## config.mk

```make
export PLATFORM = sky130hd
export DESIGN_NAME = umi_reg_host
export DESIGN_NICKNAME = d
export VERILOG_FILES = /design/src/rtl/umi_messages_pkg.sv /design/src/rtl/umi_reg_host_cmdpack.sv /design/src/rtl/umi_reg_host.sv
export SDC_FILE = /design/constraint.sdc
export NUM_CORES = 1
export LEC_CHECK = 0
export BUFFER_PORTS_ARGS = -buffer_cell sky130_fd_sc_hd__buf_2
export CAP_MARGIN = 15
export CORE_AREA = 3 3 380 382
export CTS_CLUSTER_SIZE = 10
export DETAILED_ROUTE_END_ITERATION = 6
export DIE_AREA = 0 0 383 385
export SYNTH_ARGS = -nofsm -noshare
export SYNTH_HDL_FRONTEND = slang
export SYNTH_SLANG_ARGS = --single-unit
```

## constraint.sdc

```tcl
create_clock -name clk -period 2.56 [get_ports clk]
set_clock_uncertainty 0.15 [all_clocks]
set_input_delay 0.384 -clock clk [delete_from_list [all_inputs] [get_ports clk]]
set_output_delay 0.384 -clock clk [all_outputs]
set_load 0.01 [all_outputs]
```

## src/rtl/umi_messages_pkg.sv

```systemverilog
// Shared UMI message definitions: opcodes, command field positions, request
// command packing and the register-host FSM state type.
package umi_messages_pkg;

  localparam logic [4:0] REQ_READ   = 5'h01;
  localparam logic [4:0] REQ_WRITE  = 5'h03;
  localparam logic [4:0] RESP_READ  = 5'h02;
  localparam logic [4:0] RESP_WRITE = 5'h04;

  localparam int unsigned OPCODE_LSB = 0;
  localparam int unsigned SIZE_LSB   = 5;
  localparam int unsigned LEN_LSB    = 8;
  localparam int unsigned PROT_LSB   = 20;
  localparam int unsigned EOM_BIT    = 22;
  localparam int unsigned ERR_LSB    = 25;

  typedef enum logic [1:0] {StIdle, StReq, StWait} host_state_e;

  function automatic logic [31:0] pack_req_cmd(input logic [4:0] opcode,
                                               input logic [2:0] size,
                                               input logic [7:0] len,
                                               input logic [1:0] prot);
    logic [31:0] cmd;
    cmd = '0;
    cmd[OPCODE_LSB +: 5] = opcode;
    cmd[SIZE_LSB +: 3]   = size;
    cmd[LEN_LSB +: 8]    = len;
    cmd[PROT_LSB +: 2]   = prot;
    cmd[EOM_BIT]         = 1'b1;
    return cmd;
  endfunction

endpackage

```

## src/rtl/umi_reg_host_cmdpack.sv

```systemverilog
// Combinational UMI command builder for single-beat register requests, plus
// the check that a response opcode matches the request type.
module umi_reg_host_cmdpack
  import umi_messages_pkg::*;
#(
  parameter int unsigned CW = 32,
  parameter int unsigned RW = 32
) (
  input  logic          write,
  input  logic [1:0]    prot,
  input  logic [4:0]    resp_opcode,
  output logic [CW-1:0] req_cmd,
  output logic          resp_opcode_ok
);

  localparam logic [2:0] Size = 3'($clog2(RW / 8));

  assign req_cmd = CW'(pack_req_cmd(write ? REQ_WRITE : REQ_READ, Size, 8'd0, prot));
  assign resp_opcode_ok = (resp_opcode == (write ? RESP_WRITE : RESP_READ));

endmodule

```

## src/rtl/umi_reg_host.sv

```systemverilog
// Register-to-UMI initiator: one outstanding single-beat read/write at a time.
// Optional response timeout enabled by defining UMI_REG_HOST_TIMEOUT_EN.
module umi_reg_host
  import umi_messages_pkg::*;
#(
  parameter int unsigned    CW      = 32,
  parameter int unsigned    AW      = 64,
  parameter int unsigned    DW      = 256,
  parameter int unsigned    RW      = 32,
  parameter logic [AW-1:0]  SRCADDR = '0,
  parameter int unsigned    TOW     = 16
) (
  input  logic          clk,
  input  logic          reset,
  input  logic          reg_valid,
  output logic          reg_ready,
  input  logic          reg_write,
  input  logic [AW-1:0] reg_addr,
  input  logic [RW-1:0] reg_wrdata,
  input  logic [1:0]    reg_prot,
  output logic          reg_done,
  output logic [RW-1:0] reg_rddata,
  output logic [1:0]    reg_err,
  output logic          uhost_req_valid,
  input  logic          uhost_req_ready,
  output logic [CW-1:0] uhost_req_cmd,
  output logic [AW-1:0] uhost_req_dstaddr,
  output logic [AW-1:0] uhost_req_srcaddr,
  output logic [DW-1:0] uhost_req_data,
  input  logic          uhost_resp_valid,
  output logic          uhost_resp_ready,
  input  logic [CW-1:0] uhost_resp_cmd,
  input  logic [AW-1:0] uhost_resp_dstaddr,
  input  logic [AW-1:0] uhost_resp_srcaddr,
  input  logic [DW-1:0] uhost_resp_data
);

  host_state_e   state_q;
  logic          write_q;
  logic [AW-1:0] addr_q;
  logic [RW-1:0] wrdata_q;
  logic [1:0]    prot_q;

  logic [CW-1:0] req_cmd;
  logic          resp_opcode_ok;
  logic          resp_ok;
  logic          unused_resp;

`ifdef UMI_REG_HOST_TIMEOUT_EN
  localparam logic [TOW-1:0] TmoLast = {TOW{1'b1}} - TOW'(1);
  logic [TOW-1:0] tmo_q;
`endif

  umi_reg_host_cmdpack #(
    .CW(CW),
    .RW(RW)
  ) u_cmdpack (
    .write          (write_q),
    .prot           (prot_q),
    .resp_opcode    (uhost_resp_cmd[OPCODE_LSB +: 5]),
    .req_cmd        (req_cmd),
    .resp_opcode_ok (resp_opcode_ok)
  );

  assign resp_ok = resp_opcode_ok && (uhost_resp_dstaddr == SRCADDR);

  // Request fields read as zero whenever no request is being offered.
  assign uhost_req_cmd     = uhost_req_valid ? req_cmd : '0;
  assign uhost_req_dstaddr = uhost_req_valid ? addr_q : '0;
  assign uhost_req_srcaddr = uhost_req_valid ? SRCADDR : '0;
  assign uhost_req_data    = uhost_req_valid ? DW'(wrdata_q) : '0;

  assign unused_resp = ^{uhost_resp_cmd, uhost_resp_srcaddr, uhost_resp_data};

  always_ff @(posedge clk) begin
    if (reset) begin
      state_q          <= StIdle;
      write_q          <= 1'b0;
      addr_q           <= '0;
      wrdata_q         <= '0;
      prot_q           <= '0;
      reg_ready        <= 1'b0;
      reg_done         <= 1'b0;
      reg_rddata       <= '0;
      reg_err          <= '0;
      uhost_req_valid  <= 1'b0;
      uhost_resp_ready <= 1'b0;
`ifdef UMI_REG_HOST_TIMEOUT_EN
      tmo_q            <= '0;
`endif
    end else begin
      reg_done <= 1'b0;
      unique case (state_q)
        StIdle: begin
          reg_ready <= 1'b1;
          if (reg_valid && reg_ready) begin
            write_q         <= reg_write;
            addr_q          <= reg_addr;
            wrdata_q        <= reg_write ? reg_wrdata : '0;
            prot_q          <= reg_prot;
            reg_ready       <= 1'b0;
            uhost_req_valid <= 1'b1;
            state_q         <= StReq;
          end
        end
        StReq: begin
          if (uhost_req_ready) begin
            uhost_req_valid  <= 1'b0;
            uhost_resp_ready <= 1'b1;
            state_q          <= StWait;
`ifdef UMI_REG_HOST_TIMEOUT_EN
            tmo_q            <= '0;
`endif
          end
        end
        StWait: begin
`ifdef UMI_REG_HOST_TIMEOUT_EN
          tmo_q <= tmo_q + TOW'(1);
`endif
          if (uhost_resp_valid) begin
            uhost_resp_ready <= 1'b0;
            reg_done         <= 1'b1;
            reg_err          <= resp_ok ? uhost_resp_cmd[ERR_LSB +: 2] : 2'b11;
            reg_rddata       <= (resp_ok && !write_q) ? uhost_resp_data[RW-1:0] : '0;
            state_q          <= StIdle;
          end
`ifdef UMI_REG_HOST_TIMEOUT_EN
          // Counter reaches all-ones on this edge: give up on the response.
          else if (tmo_q == TmoLast) begin
            uhost_resp_ready <= 1'b0;
            reg_done         <= 1'b1;
            reg_err          <= 2'b10;
            reg_rddata       <= '0;
            state_q          <= StIdle;
          end
`endif
        end
        default: state_q <= StIdle;
      endcase
    end
  end

endmodule

```

After elaboration in Yosys (flattened, before gate mapping)
Cells that the tools add are included.
{"block": "totals", "ff_bits": 139, "latch_bits": 0, "ram_bits": 0, "romBits": 0, "out_inout_bits": 454, "elab_cells": 52, "memories": 0}
{"block": "classes", "addsub": 0, "n_mul": 0, "div": 0, "magnitude_cmp": 0, "n_eq_ne": 6, "n_shift": 0, "mux": 20, "bitwise_logic": 1, "n_reduce_logical": 14}
{"op": "2-to-1 mux 32 bit", "count": 3}
{"op": "logical NOT 64 bit", "count": 1}
{"op": "2-to-1 mux 64 bit", "count": 1}
{"op": "2-to-1 mux 23 bit", "count": 1}
{"op": "2-to-1 mux 2 bit", "count": 5}
{"op": "AND reduction 3 bit", "count": 3}
{"op": "2-to-1 mux 1 bit", "count": 6}
{"op": "inequality test 2 bit, second input constant", "count": 3}
{"op": "case mux 2 bit (3 select lines)", "count": 1}
{"op": "== test 5 bit", "count": 1}
{"op": "case mux 1 bit (2 select lines)", "count": 2}
{"op": "AND reduction 2 bit", "count": 2}
{"op": "nonzero test 2 bit", "count": 2}
{"op": "logical AND 1 bit", "count": 3}
{"op": "2-to-1 mux 3 bit", "count": 1}
{"op": "== test 2 x 1 -> 1 bit, second input constant", "count": 1}
{"op": "== test 2 bit, second input constant", "count": 1}
{"op": "logical NOT 2 bit", "count": 1}
{"op": "OR reduction 2 bit", "count": 1}
{"op": "logical NOT 1 bit", "count": 1}
{"op": "NOT 1 bit", "count": 1}

Depth between registers and ports, before layout
Gate-level depths: netlist (run 1).
{"block": "logic_depth", "ltp_word": 5, "ltp_mapped": 7}

Hierarchy
Synthesis (run 1) repeated with hierarchy kept, for this count alone.
{"block": "unflattened", "hier_cells": 1035, "hier_area_um2": 8565.7}
{"module": "umi_reg_host", "n_inst": 1, "cells_per_inst": 998, "area_per_inst_um2": 8286.7, "seq_area_each_um2": 2782.7}
{"module": "umi_reg_host_cmdpack", "n_inst": 1, "cells_per_inst": 37, "area_per_inst_um2": 279.0, "seq_area_each_um2": 0.0}

Worst setup path after synthesis (run 1)
OpenSTA, ideal clock, no wires.
{"block": "synth_timing", "path_type": "in2reg", "from": "input port uhost_resp_dstaddr[36]", "to": "register reg_rddata[22]", "arrival_time_ns": 1.761, "required_ns": 2.324, "path_slack_ns": 0.563, "path_stages": 6, "cell_sequence": "nor4_1 > nand4_1 > or4_1 > buf_6 > buf_12 > o31ai_2"}
{"block": "synth_via", "elab_chain_cells": 4}
{"item": "start: declaration", "line_no": "umi_reg_host.sv:33", "source": "input logic [AW-1:0] uhost_resp_dstaddr,"}
{"item": "logical NOT 64 bit", "line_no": "umi_reg_host.sv:65", "source": "assign resp_ok = resp_opcode_ok && (uhost_resp_dstaddr == SRCADDR);"}
{"item": "logical AND 1 bit", "line_no": "umi_reg_host.sv:65"}
{"item": "logical AND 1 bit", "line_no": "umi_reg_host.sv:124", "source": "reg_rddata <= (resp_ok && !write_q) ? uhost_resp_data[RW-1:0] : '0;"}
{"item": "2-to-1 mux 32 bit", "line_no": "umi_reg_host.sv:124"}
{"item": "end signal: assignment", "line_no": "umi_reg_host.sv:124"}
{"item": "end: declaration", "line_no": "umi_reg_host.sv:22", "source": "output logic [RW-1:0] reg_rddata,"}
Every way passes these cells.
A chain may end at the register's enable or synchronous reset.

Final worst setup path (run 1)
{"block": "layout_timing", "from": "register state_q[0]", "to": "register reg_rddata[22]"}
{"block": "layout_via", "elab_chain_cells": 2}
{"item": "start: declaration", "line_no": "umi_reg_host.sv:38", "source": "host_state_e state_q;"}
{"item": "start signal: assignment", "line_no": "umi_reg_host.sv:77", "source": "state_q <= StIdle;"}
{"item": "start signal: assignment", "line_no": "umi_reg_host.sv:103", "source": "state_q <= StReq;"}
{"item": "start signal: assignment", "line_no": "umi_reg_host.sv:110", "source": "state_q <= StWait;"}
{"item": "== test 2 bit", "line_no": "umi_reg_host.sv:93", "source": "unique case (state_q)"}
{"item": "AND reduction 2 bit (no line)"}
Every way passes these cells.

==> reports/qor.yml, run 1 <==
setup_path:
  cp.required_ps: 2820
  worstSetupStartpoint: "state_q[0]$_SDFFE_PP0P_"
  cpPeakStageDelay_ps: 680
  cp_data_arrival_time_ps: 2690
  crit_top_cell: "buf_12"
  reg2reg_from: "state_q[0]$_SDFFE_PP0P_"
  path_buf_inv: 3
  critPathLaunchType: "flip-flop"
  cp_max_fo: 32
  critPathSlowestCell: "or4_2"
  worst_setup_path_end_kind: "flip-flop"
  critPathKind: "flip-flop to flip-flop"
  rrSetupSlack_ps: 140
  cp_top_family: "simple AND/OR/NAND/NOR gates"
  path_cells: "and3b_1, buf_12, nand4_1, buf_4, or4_2, buf_12, o31ai_2"
clock_tree:
  cts_tree: "built"
  htree_levels: 4
  clk_path_buf_depth: 2
  clk_latency_ps: 500
  clockRootBuffer: "clkbuf_16"
  numCtsBuffers: 17
  postCtsSetupBuffers: 0
  clk_pin_slew_ps: 70
  cts_num_sinks: 139
timing:
  drv_slew: 0
  rsz0062_at_grt: "no"
  fin_crit_ps: 2420
  maxSlewHeadroom: 0.458
  finalSetupViolCount: 0
  fin_crit_sh: 0.947
  tightest_slew_ps: 812
  max_freq_ghz: 0.413
  hold_viol: 0
logic_synthesis:
  synth_simple_gate_area_frac: 0.201
  synth_cells: 995
  synth_warnings: 0
  synth_xor_area_frac: 0
  synth-seq-area-share: 0.341
  synth.ff_latch_count: 139
  synth_top_family_by_area: "buffers and inverters"
  syn_avg_cell_area_sq_um: 8.19
  synth_area_sq_um: 8150
  muxShareOfSynthArea: 0.00138
  synth_fa_ha_area_frac: 0
  synth-compound-area-share: 0.130
  synth.distinct_cells: 32
run_status:
  status: "finished, final reports clean"
power_and_ir_drop:
  p_per_area_nw_per_um2: 468
  p_leak_uw: 0.00569
  peakVddDrop_mv: 0.435
floorplanning:
  die_width_um: 383
  core_sq_um: 141000
  io-pin-count: 974
  die-area_sq_um: 147000
  rows: 138
  initial_core_util: 0.0576
  die_y_um: 385
global_routing:
  antenna_found_initial: 23
  grt_pass1_vias: 6907
  grt_pass1_wl_mm: 47.1
  grt_use_total: 0.0472
  grt_max_degree: 68
  grt_overflow: 0
final_layout:
  nets: 1994
  instances_no_fill: 3384
  syn2layout_area_growth_pct: 61.8
  fin_area_sq_um: 13200
  drive_gt1_frac: 0.311
route:
  final_antenna_net_count: 0
  drc: 0
  vias: 7480
  routed_wl_mm: 36.1
  via_per_inst: 2.21
  dr.pass1.iters: 4
  drt-initial-drc-count: 147
  wl_per_cell_um: 10.7
hold_path:
  hold_path_class: "input pin to flip-flop"
  holdCritStartpoint: "uhost_resp_valid"
placement:
  io_buffers: 346
  dp_hpwl_mm: 28.1
  dp.cells: 3213
  dpl_cell_area_sq_um: 11200
  routabilityCongestion: 0.763
run:
  maxCapViolations: 0
-- tightest hold or removal path: stages --
cell	delay, ps
buf_2	120
nand2b_1	70
a21oi_1	60
nor2_1	80
-- state kept, by name, summed over array words and instances, names as in the netlist --
name	cells
uhost_req_valid	1
addr_q	64
reg_rddata	32
wrdata_q	32
write_q	1
prot_q	2
reg_err	2
uhost_resp_ready	1
state_q	2
reg_done	1
reg_ready	1
-- per-layer routing --
layer / wire length, um / vias to the layer above / GRT usage / part of all wire
met1: 12600 / 3354 / 0.0450 / 0.35
met3: 3800 / 67 / 0.0220 / 0.11
met2: 18200 / 495 / 0.0836 / 0.51
met4: 1390 / 10 / 0.0269 / 0.038
met5: 65 / - / 0 / 0.0018
li1: - / 3554 / - / -
-- synth_stat cells (all sizes together) --
library cell,number,share of area
nand3b,1,0.00092
conb,1,0.00046
or2,1,0.00077
buf,329,0.31
nor3,3,0.0018
or4,1,0.00092
o31a,2,0.0023
a22o,32,0.034
nor2b,1,0.00077
nor4,16,0.015
clkbuf,43,0.020
nand2b,1,0.00077
nand3,1,0.00061
mux2,1,0.0014
nor3b,1,0.00092
o21a,1,0.00092
and2,99,0.076
and3b,2,0.0021
a21o,1,0.00092
dfxtp,139,0.34
nand2,200,0.092
a21oi,71,0.044
o31ai,32,0.048
nor2,12,0.0055
nand4,4,0.0031
-- cell families (layout without fill, tap and decap cells) --
group           Yosys count  after routing
other cells               1            321
buf+inv                 372            551
flops                   139            139
compound gates          139            139
mux                       1              1
simple gates            343            343
-- power by group --
part           total (uW)  switching (uW)  internal [uW]
Sequential           2290            47.6           2240
Combinational         973             599            374
Clock                2920            1260           1650
Total                6180            1910           4270
-- timing repair --
action	CTS	global route
hold buffers	132	0
endpoints found under the hold margin	132	0
setup endpoints to repair	0	0
gates resized for setup	0	0
-- metrics by stage --
step                      hold WS [ps]    util  setup slack (ps)  TNS, ps  power, uW
after floorplan                    282       -               563        0       3130
after global placement             282  0.0793              -401   -12750       3140
after detailed placement           291  0.0793              -412   -12700       3140
after CTS                         17.4  0.0931              73.6        0       6370
after global routing              54.4  0.0932              33.4        0       6540
final                             88.1  0.0933               137        0       6180
-- cell usage in the layout, fill, tap and decap left out, types with 9 or more instances in the layout --
cell and count:
a21oi_1 71, a22o_1 32, and2_1 99, buf_2 345
buf_4 35, clkbuf_16 17, conb_1 314, dfxtp_1 138
dlygate4sd3_1 132, nand2_1 200, nor2_1 9, nor4_1 12
o31ai_2 30
-- cell type report --
type                       instances  area [sq um]
clock buffer                      18           429
tap                             1890          2360
sequential                       139          2790
fill                           16400        128000
timing repair buffer             519          3450
antenna                            7          17.5
multi-input combinational        797          3930
clock inverter                    14           210
-- final timing paths --
check	to	depth (start not counted)
worst max-delay path	reg_rddata[22]$_SDFFE_PP0P_	7
worst min-delay path	uhost_resp_ready$_SDFFE_PP0P_	4
worst max register to register	reg_rddata[22]$_SDFFE_PP0P_	7
worst min register to register	addr_q[34]$_SDFFE_PP0P_	2
(Power assumes the default switching activity.)
==> run 2, diff against run 1 <==
--- a/config.mk
+++ b/config.mk
@@ -5,12 +5,13 @@
 export SDC_FILE = /design/constraint.sdc
 export NUM_CORES = 1
 export LEC_CHECK = 0
+export ABC_AREA = 1
 export BUFFER_PORTS_ARGS = -buffer_cell sky130_fd_sc_hd__buf_2
 export CAP_MARGIN = 15
-export CORE_AREA = 3 3 380 382
+export CORE_AREA = 3 3 383 385
 export CTS_CLUSTER_SIZE = 10
 export DETAILED_ROUTE_END_ITERATION = 6
-export DIE_AREA = 0 0 383 385
+export DIE_AREA = 0 0 386 388
 export SYNTH_ARGS = -nofsm -noshare
 export SYNTH_HDL_FRONTEND = slang
 export SYNTH_SLANG_ARGS = --single-unit
==> run 2 against run 1 <==
  * First-iteration DRC count grew 16%
  * Sequential share of layout area shrank 0.39 points
  * Design area grew 1.9%
  * Non-clock buffer count shrank 14
  * Core utilization is essentially flat
  * Sequential power grew 2%
  * Setup slack gained 140 ps
  * Synthesized area grew 4.7%
  * Die area grew 1.6%
  * Global-route usage shrank 0.077 points
  * Clock-buffer cell count is the same
  * Register-to-register slack gained 590 ps
  * Critical path type is now flip-flop to output port
==> reports/qor.yml, run 2 <==
logic_synthesis:
  netlist_top_cells_count: "317 x buf_4, 180 x nor2_1, 139 x dfxtp_1"
  synth.most_common_cell: "buf_4"
  synth-seq-area-share: 0.326  # -0.0152
  synth_flop_cell: "dfxtp_1"
  synth.ff_latch_count: 139  # unchanged
  synth_edf_count: 0  # unchanged
  synth_area_sq_um: 8530  # +4.7%
  syn_avg_cell_area_sq_um: 7.07  # -14%
  synth_top_area_share: 0.326  # -0.0152
  synth.distinct_cells: 24  # -25%
  synth_area_leaders: "dfxtp_1 33%, buf_4 28%, nor2_1 7.9%"
  synth_cells: 1207  # +21%
  yosys.area.top_type: "dfxtp_1"
  synth_warnings: 0  # unchanged
  async_flop_share: 0  # unchanged
setup_path:
  worst_setup_path_end_kind: "output port"
  reg2reg_from: "write_q$_SDFFE_PP0P_"
  cp_data_arrival_time_ps: 1750  # -940 ps
  cp_max_fo: 49  # +53%
  worstSetupStartpoint: "uhost_req_valid$_SDFFE_PP0P_"
  critPathKind: "flip-flop to output port"
  critPathLaunchType: "flip-flop"
  cp.required_ps: 2030  # -790 ps
timing:
  maxSlewHeadroom: 0.623  # +0.165
  fin_crit_ps: 2280  # -142 ps
  max_freq_ghz: 0.438  # +6.2%
  drv_slew: 0  # unchanged
  finalSetupViolCount: 0  # unchanged
  hold_slack_ps: 71.3  # -16.7 ps
  fin_crit_sh: 0.891  # -0.0554
  tns_ps: 0  # unchanged
  layout_setup_ws_ps: 279  # +142 ps
  tightest_slew_ps: 565  # -247 ps
  rsz0062_at_grt: "no"
  hold_viol: 0  # unchanged
final_layout:
  top_regs: "addr_q (64), reg_rddata (32), wrdata_q (32)"
  final_common_cell: "buf_2"
  multi_input_comb_area_sq_um: 3720  # -5.4%
  nets: 2185  # +9.6%
  fin_area_sq_um: 13400  # +1.9%
  final_cell_mix: "346 x buf_2, 314 x conb_1, 179 x nor2_1"
  fillers: 16700  # +1.9%
  largest_reg_flops: 64  # unchanged
  drive_gt1_frac: 0.260  # -0.0515
  seqCellArea_sq_um: 2790  # unchanged
  syn2layout_area_growth_pct: 57.5
  largest_register: "addr_q"
run:
  maxCapViolations: 0  # unchanged
floorplanning:
  initial_core_util: 0.0594  # +0.00182
  io-pin-count: 974  # unchanged
  rows: 139  # +0.72%
  core_sq_um: 143000  # +1.5%
  die-area_sq_um: 150000  # +1.6%
  die_y_um: 388  # +0.78%
  die_width_um: 386  # +0.78%
power_and_ir_drop:
  power_frac_seq: 0.375  # +0.005
  p_comb_frac: 0.171  # +0.013
  p_leak_uw: 0.00659  # +16%
  internal-power_uw: 4240  # -0.66%
  p_sw_uw: 2010  # +5.5%
  p_per_area_nw_per_um2: 465  # -0.59%
  peakVddDrop_mv: 0.433  # -0.55%
  swShare: 0.322  # +0.0131
  p_clk_frac: 0.454  # -0.018
route:
  routed_wl_mm: 35.8  # -0.66%
  wl_per_cell_um: 9.96  # -6.5%
  drc: 0  # unchanged
  via_per_inst: 2.31  # +4.3%
  drt-initial-drc-count: 170  # +16%
  vias: 8291  # +11%
  final_antenna_net_count: 0  # unchanged
  dr.pass1.iters: 4  # unchanged
clock_tree:
  clk_pin_slew_ps: 80  # about the same
  numCtsBuffers: 17  # unchanged
  htree_levels: 4  # unchanged
  clk_path_buf_depth: 2  # unchanged
  clockRootBuffer: "clkbuf_16"
  clk_latency_ps: 510  # about the same
  cts_tree: "built"
  cts_resized: 0  # unchanged
  cts_num_sinks: 139  # unchanged
  postCtsSetupBuffers: 0  # unchanged
global_routing:
  grt_overflow: 0  # unchanged
  antenna_found_initial: 22  # -4.3%
  grt_pass1_wl_mm: 48.1  # +2.1%
  grt_max_degree: 57  # -16%
  grt_pass1_vias: 7711  # +12%
  grt_use_total: 0.0465  # -0.000772
placement:
  place_ws_ps: 286  # +698 ps
  dp_hpwl_mm: 28.4  # +1.1%
  routabilityCongestion: 0.751  # -1.7%
  io_buffers: 346  # unchanged
  dpl_cell_area_sq_um: 11400  # +2.1%
hold_path:
  hold_path_class: "input pin to flip-flop"
  holdCritStartpoint: "uhost_resp_data[23]"
run_status:
  status: "finished, final reports clean"
run 2: cell type report:
type / count / area share
Antenna cell: 14 / 0.00261
Tap cell: 1903 / 0.177
Multi-Input combinational cell: 864 / 0.277
Clock buffer: 18 / 0.0335
Timing Repair Buffer: 505 / 0.250
Clock inverter: 14 / 0.0139
Sequential cell: 139 / 0.207
Inverter: 138 / 0.0389
run 2: through the flow:
stage,total power [uW],util,instances
after floorplan,3290,-,1520
after global placement,3280,0.0797,3417
after detailed placement,3290,0.0797,3417
after CTS,6450,0.0934,3581
after global routing,6630,0.0934,3582
final,6250,0.0936,3595
run 2: worst paths after layout:
kind	end	slack [ps]	cells past startpoint
max	uhost_req_data[25]	280	4
min	reg_rddata[23]$_SDFFE_PP0P_	70	3
max reg2reg	reg_rddata[5]$_SDFFE_PP0P_	730	8
min reg2reg	uhost_resp_ready$_SDFFE_PP0P_	310	2
run 2: metal layers:
metal / wire length (um) / vias to the layer above / GRT usage
met5: 103 / - / 0
met4: 1370 / 14 / 0.0266
met3: 3510 / 67 / 0.0201
met2: 17500 / 493 / 0.0808
met1: 13400 / 3679 / 0.0459
li1: - / 4038 / -
run 2: kinds of logic after synthesis:
family                 after synthesis  share of synthesized area
other                                1                   0.000440
AOI/OAI and AO/OA                  170                      0.109
and+or+nand+nor                    380                      0.186
DFF                                139                      0.326
buffers and inverters              517                      0.378
run 2: repair_timing:
item | 4_1_cts | 5_1_grt
hold endpoints to repair | 133 | 0
hold buffers | 132 | 0
setup endpoints to repair | 0 | 0
run 2: power groups by stage:
stage	combinational [uW]	clock [uW]	sequential, uW
global placement	892	0	2390
finish	1070	2840	2340
global route	1210	3070	2360
detailed placement	899	0	2390
floorplan	909	0	2380
CTS	1070	3040	2340
run 2: worst max-delay path, stage by stage (launching register included):
cell and delay (ps):
dfxtp_4 360, buf_4 420, nand2_1 210, inv_1 100, buf_2 130
